File: config.mk
export PLATFORM = sky130hd
export DESIGN_NAME = shift_sequencer
export DESIGN_NICKNAME = d
export VERILOG_FILES = /design/src/rtl/shift_sequencer.sv
export SDC_FILE = /design/constraint.sdc
export NUM_CORES = 1
export LEC_CHECK = 0
export ABC_CLOCK_PERIOD_IN_PS = 3100
export BUFFER_PORTS_ARGS = -buffer_cell sky130_fd_sc_hd__buf_2
export CORE_AREA = 5 5 51 53
export DETAILED_ROUTE_END_ITERATION = 10
export DIE_AREA = 0 0 56 58
export GPL_TIMING_DRIVEN = 0
export PLACE_DENSITY_LB_ADDON = 0.15
export RECOVER_POWER = 100
export SLEW_MARGIN = 20
export SYNTH_ARGS = -nofsm -noshare
export SYNTH_HDL_FRONTEND = slang
export SYNTH_SLANG_ARGS = --single-unit
File: constraint.sdc
create_clock -name clk -period 3.1 [get_ports clk]
set_input_delay 0.31 -clock clk [delete_from_list [all_inputs] [get_ports clk]]
set_output_delay 0.31 -clock clk [all_outputs]
set_load 0.01 [all_outputs]
File: src/rtl/shift_sequencer.sv
// Multi-cycle arithmetic right shifter: one sign-preserving divide-by-2 step per clock,
// returning the quotient, the last bit shifted out of bit 0 and a zero flag.
module shift_sequencer #(
  parameter int WIDTH = 8,
  parameter int CNT_W = 3
) (
  input  logic             clk,
  input  logic             rst,
  input  logic             start,
  input  logic [WIDTH-1:0] operand,
  input  logic [CNT_W-1:0] shamt,
  output logic             busy,
  output logic             done,
  output logic [WIDTH-1:0] result,
  output logic             cout,
  output logic             zero,
  output logic [1:0]       dbg_state
);

  // Handshake: start is sampled only while busy=0. operand/shamt are captured on that
  // edge and may then change. done pulses for one cycle with result/cout/zero valid,
  // and the results hold through the following idle cycles until the next accepted start.
  typedef enum logic [1:0] {
    S_IDLE  = 2'd0,
    S_SHIFT = 2'd1,
    S_DONE  = 2'd2
  } state_t;

  state_t           state_q, state_d;
  logic [WIDTH-1:0] acc_q, acc_d;
  logic [CNT_W-1:0] cnt_q, cnt_d;
  logic             cout_q, cout_d;

  always_ff @(posedge clk) begin
    if (rst) begin
      state_q <= S_IDLE;
      acc_q   <= '0;
      cnt_q   <= '0;
      cout_q  <= 1'b0;
    end else begin
      state_q <= state_d;
      acc_q   <= acc_d;
      cnt_q   <= cnt_d;
      cout_q  <= cout_d;
    end
  end

  always_comb begin
    state_d = state_q;
    acc_d   = acc_q;
    cnt_d   = cnt_q;
    cout_d  = cout_q;
    case (state_q)
      S_IDLE: begin
        if (start) begin
          acc_d   = operand;
          cnt_d   = shamt;
          cout_d  = 1'b0;
          state_d = (shamt == '0) ? S_DONE : S_SHIFT;
        end
      end
      S_SHIFT: begin
        // Replicating the sign bit floors toward minus infinity.
        cout_d = acc_q[0];
        acc_d  = {acc_q[WIDTH-1], acc_q[WIDTH-1:1]};
        cnt_d  = cnt_q - {{(CNT_W-1){1'b0}}, 1'b1};
        if (cnt_q == {{(CNT_W-1){1'b0}}, 1'b1}) state_d = S_DONE;
      end
      S_DONE: begin
        state_d = S_IDLE;
      end
      default: begin
        state_d = S_IDLE;
      end
    endcase
  end

  assign busy      = (state_q != S_IDLE);
  assign done      = (state_q == S_DONE);
  assign result    = acc_q;
  assign cout      = cout_q;
  assign zero      = (acc_q == '0);
  assign dbg_state = state_q;

endmodule
==> flow_summary.rst <==
.. list-table::
   :header-rows: 1

   * - Metric
     - Value
   * - Share of async-settable or async-resettable flops after synthesis
     - 0
   * - Post-synth top cells
     - 17 x sky130_fd_sc_hd__nand2_1, 14 x sky130_fd_sc_hd__dfxtp_1, 8 x sky130_fd_sc_hd__nor2_1, 5 x sky130_fd_sc_hd__a311oi_1
   * - Largest net degree at the start of global routing
     - 12
   * - Slew @ Worst Pin
     - 0.543 ns
   * - Nets
     - 134
   * - Design internal power
     - 329 uW
   * - Layout-stage area growth over the synthesis result
     - 23.9%
   * - Die H
     - 58 um
   * - Clock skew
     - 0.000299 ns
   * - Core ar.
     - 0.00211 mm^2
   * - Cell taking the most area after synthesis
     - sky130_fd_sc_hd__dfxtp_1
   * - Std-Cell Rows
     - 17
   * - Fraction of power consumed by sequential logic
     - 0.455
   * - Post-synthesis net count
     - 102
   * - Post-CTS Setup Inserts
     - 0
   * - Result of the run
     - finished, final reports clean
   * - Dominant combinational cell family by area after synthesis
     - simple AND/OR/NAND/NOR gates
   * - Placed inst area
     - 912 um^2
   * - Worst slack after detailed placement
     - 1.71 ns
   * - Overall power after layout
     - 477 uW
   * - Top cell family by delay on the critical path
     - simple AND/OR/NAND/NOR gates
   * - Final core area utilization
     - 0.437
   * - Post-route clock period utilization
     - 0.555
   * - Cell with the biggest individual delay on the critical path
     - sky130_fd_sc_hd__or4_1
   * - Sw power
     - 148 uW
   * - Data required time at the worst endpoint
     - 2.79 ns
   * - Series of cell instances along the critical path
     - or4_1, nor2_1, clkbuf_1
   * - Clk Latency, worst-skew pair
     - 0.27 ns
   * - Via count of the first global-routing pass
     - 694
   * - Overall die area
     - 0.00325 mm^2
   * - Residual DRC
     - 0
   * - Initial cell density of the core
     - 0.352
   * - Max capacitance violation total
     - 0
   * - Remaining antenna violation count
     - 0
   * - Number of hold violations in the final report
     - 0
   * - Routed wire length
     - 1.94 mm
   * - Library cell with the highest instance count after synthesis
     - sky130_fd_sc_hd__nand2_1
   * - Sequential share of the synthesized area
     - 0.378
   * - Number of different library cells in the post-synthesis netlist
     - 28
   * - Switching share of total power
     - 0.310
   * - Total clock buffers created by CTS
     - 3
   * - Static leakage
     - 0.371 nW
   * - Syn Inst Count
     - 86
   * - Clock Root Buffer
     - sky130_fd_sc_hd__clkbuf_4
   * - Global-route usage over all layers
     - 0.121
   * - Overall overflow remaining after global route
     - 0
   * - H-tree depth
     - 1
   * - Fmax
     - 581 MHz
   * - Normalized max-slew margin
     - 0.638
   * - Detailed-routing iteration count for the pre-antenna-repair pass
     - 4
   * - Hold Path Class
     - in -> reg
   * - GPL Wtd Cong
     - 0.804
   * - Critical path arrival
     - 1.41 ns
   * - Hold buffer count at cts
     - 0
   * - FF+latch count, synth
     - 14
   * - Type of element capturing the critical path
     - primary output
   * - Highest net fanout along the worst path
     - 4
   * - Ant diodes
     - 0
   * - Io pins
     - 28
   * - Sinks on the clock net
     - 14
   * - Antenna violations before repair
     - 0
   * - Type of the setup path with the least slack
     - reg -> out
   * - Horizontal die dimension
     - 56 um
   * - Drt first-iter violations
     - 6
   * - Setup Total Neg Slack
     - 0 ns
   * - Clock-pin slew of the registers on the worst-case setup and hold paths
     - 0.09 ns
   * - Via count
     - 725
   * - Synthesized-area fraction occupied by ao, oa, aoi and oai cells
     - 0.207
   * - Clk buf depth
     - 2
   * - Global-route wire length before repair
     - 3.13 mm
   * - CTS tree
     - done
   * - Cell types occupying the most area after synthesis
     - sky130_fd_sc_hd__dfxtp_1 38%, sky130_fd_sc_hd__nand2_1 8.6%, sky130_fd_sc_hd__a311oi_1 5.9%
   * - Simple-gate share of the synthesized area
     - 0.295
   * - # resized after CTS
     - 0
   * - Routed WL per cell
     - 13.4 um
   * - Number of vias per cell
     - 5.00
   * - RSZ-0062 raised after global routing
     - false
   * - Combinational group share of total power
     - 0.272
   * - Area of all placed cells without fillers
     - 920 um^2
   * - Synthesized-area fraction occupied by xor and xnor cells
     - 0
   * - Post-synth EDFFs
     - 0
   * - Delay of the slowest cell on the worst path
     - 0.52 ns
   * - Proportion of layout cells with a drive suffix above 1
     - 0.197
   * - Number of buffers and inverters on the critical path
     - 1
   * - Final WS setup
     - 1.38 ns
   * - Final min period
     - 1.72 ns
   * - Power per cell area
     - 518 mW/mm^2
   * - Count of yosys warnings during synthesis
     - 0
   * - Share of synthesized area spent on multiplexers
     - 0
   * - Number of max-slew violations in the final report
     - 0
   * - Adder and majority cell fraction of the synthesized area
     - 0.0337
   * - Proportion of power drawn by the clock network
     - 0.273
   * - Netlist area before placement
     - 742 um^2
   * - Category of the worst setup path launch point
     - register
   * - IO buf count
     - 27
   * - Maximum ir drop on the vdd rail
     - 0.288 mV
   * - Main flop type after synthesis
     - sky130_fd_sc_hd__dfxtp_1
   * - Average size of a mapped cell
     - 8.63 um^2
   * - Finish-stage setup viols
     - 0
   * - Proportion of netlist area held by the largest area contributor
     - 0.378
[path summary, 6_finish.rpt]
kind | startpoint | end | slack [ns] | cells after the start
setup / recovery | result[7] | zero | 1.38 | 3
hold / removal | rst | result[2] | 0.25 | 2
setup reg to reg | dbg_state[0] | result[1] | 1.43 | 5
hold reg to reg | cout | cout | 0.48 | 2
[power by group through the flow]
stage	clock network, mW	logic, mW	registers [mW]
2_1_floorplan	0	0.0868	0.224
3_3_place_gp	0	0.137	0.220
3_5_place_dp	0	0.139	0.221
4_1_cts	0.137	0.140	0.217
5_1_grt	0.142	0.143	0.221
6_report	0.130	0.129	0.217
[registers in the layout, summed over array words and instances (netlist names)]
register,cells
cnt_q,3
dbg_state,2
cout,1
result,8
[worst reg2reg max path, delay by kind of cell, from the launching register on]
family / cells / cell delay, ns
buffers and inverters: 2 / 0.67
DFF: 1 / 0.36
AOI/OAI and AO/OA: 1 / 0.28
and+or+nand+nor: 2 / 0.27
[kinds of logic (layout without fill, tap and decap cells)]
group / Yosys count / after routing
AO/OA/AOI/OAI: 19 / 19
flip-flops: 14 / 14
AND/OR/NAND/NOR: 43 / 43
adder cells (fa/ha/maj): 2 / 2
buffers and inverters: 8 / 39
[layer usage]
layer  wire [um]  GRT usage  share of wire
met1         872      0.145           0.45
met2         950      0.197           0.49
met3         106     0.0356          0.055
met4          13     0.0610         0.0067
met5           0          0              0
[placed cells by master, fill, tap and decap left out, drive strengths merged]
cell type	n
a311oi	7
inv	2
nor2b	2
clkbuf	21
ha	2
a211oi	3
nor3	1
nand3	2
and2b	2
o211ai	1
buf	16
or3b	1
or4	2
nand2	17
a2bb2oi	1
nand3b	4
nand2b	2
dfxtp	14
o21ai	1
o21ba	1
a21oi	4
o22ai	1
nor2	8
or2	1
nor3b	1
[layout make-up]
type	instances	area, um^2
multi-input combinational	64	395
fill	227	1190
sequential	14	280
clock buffer	4	36.3
inverter	2	7.51
buffer	6	47.5
tap	28	35.0
timing repair buffer	27	118
[metrics by stage]
stage / hold WS, ns / cells
finish: 0.251 / 145
global route: 0.256 / 145
CTS: 0.239 / 145
detailed placement: 0.467 / 141
global placement: 0.457 / 141
floorplan: 0.382 / 86
No activity file was read; power rests on OpenSTA's default activity.
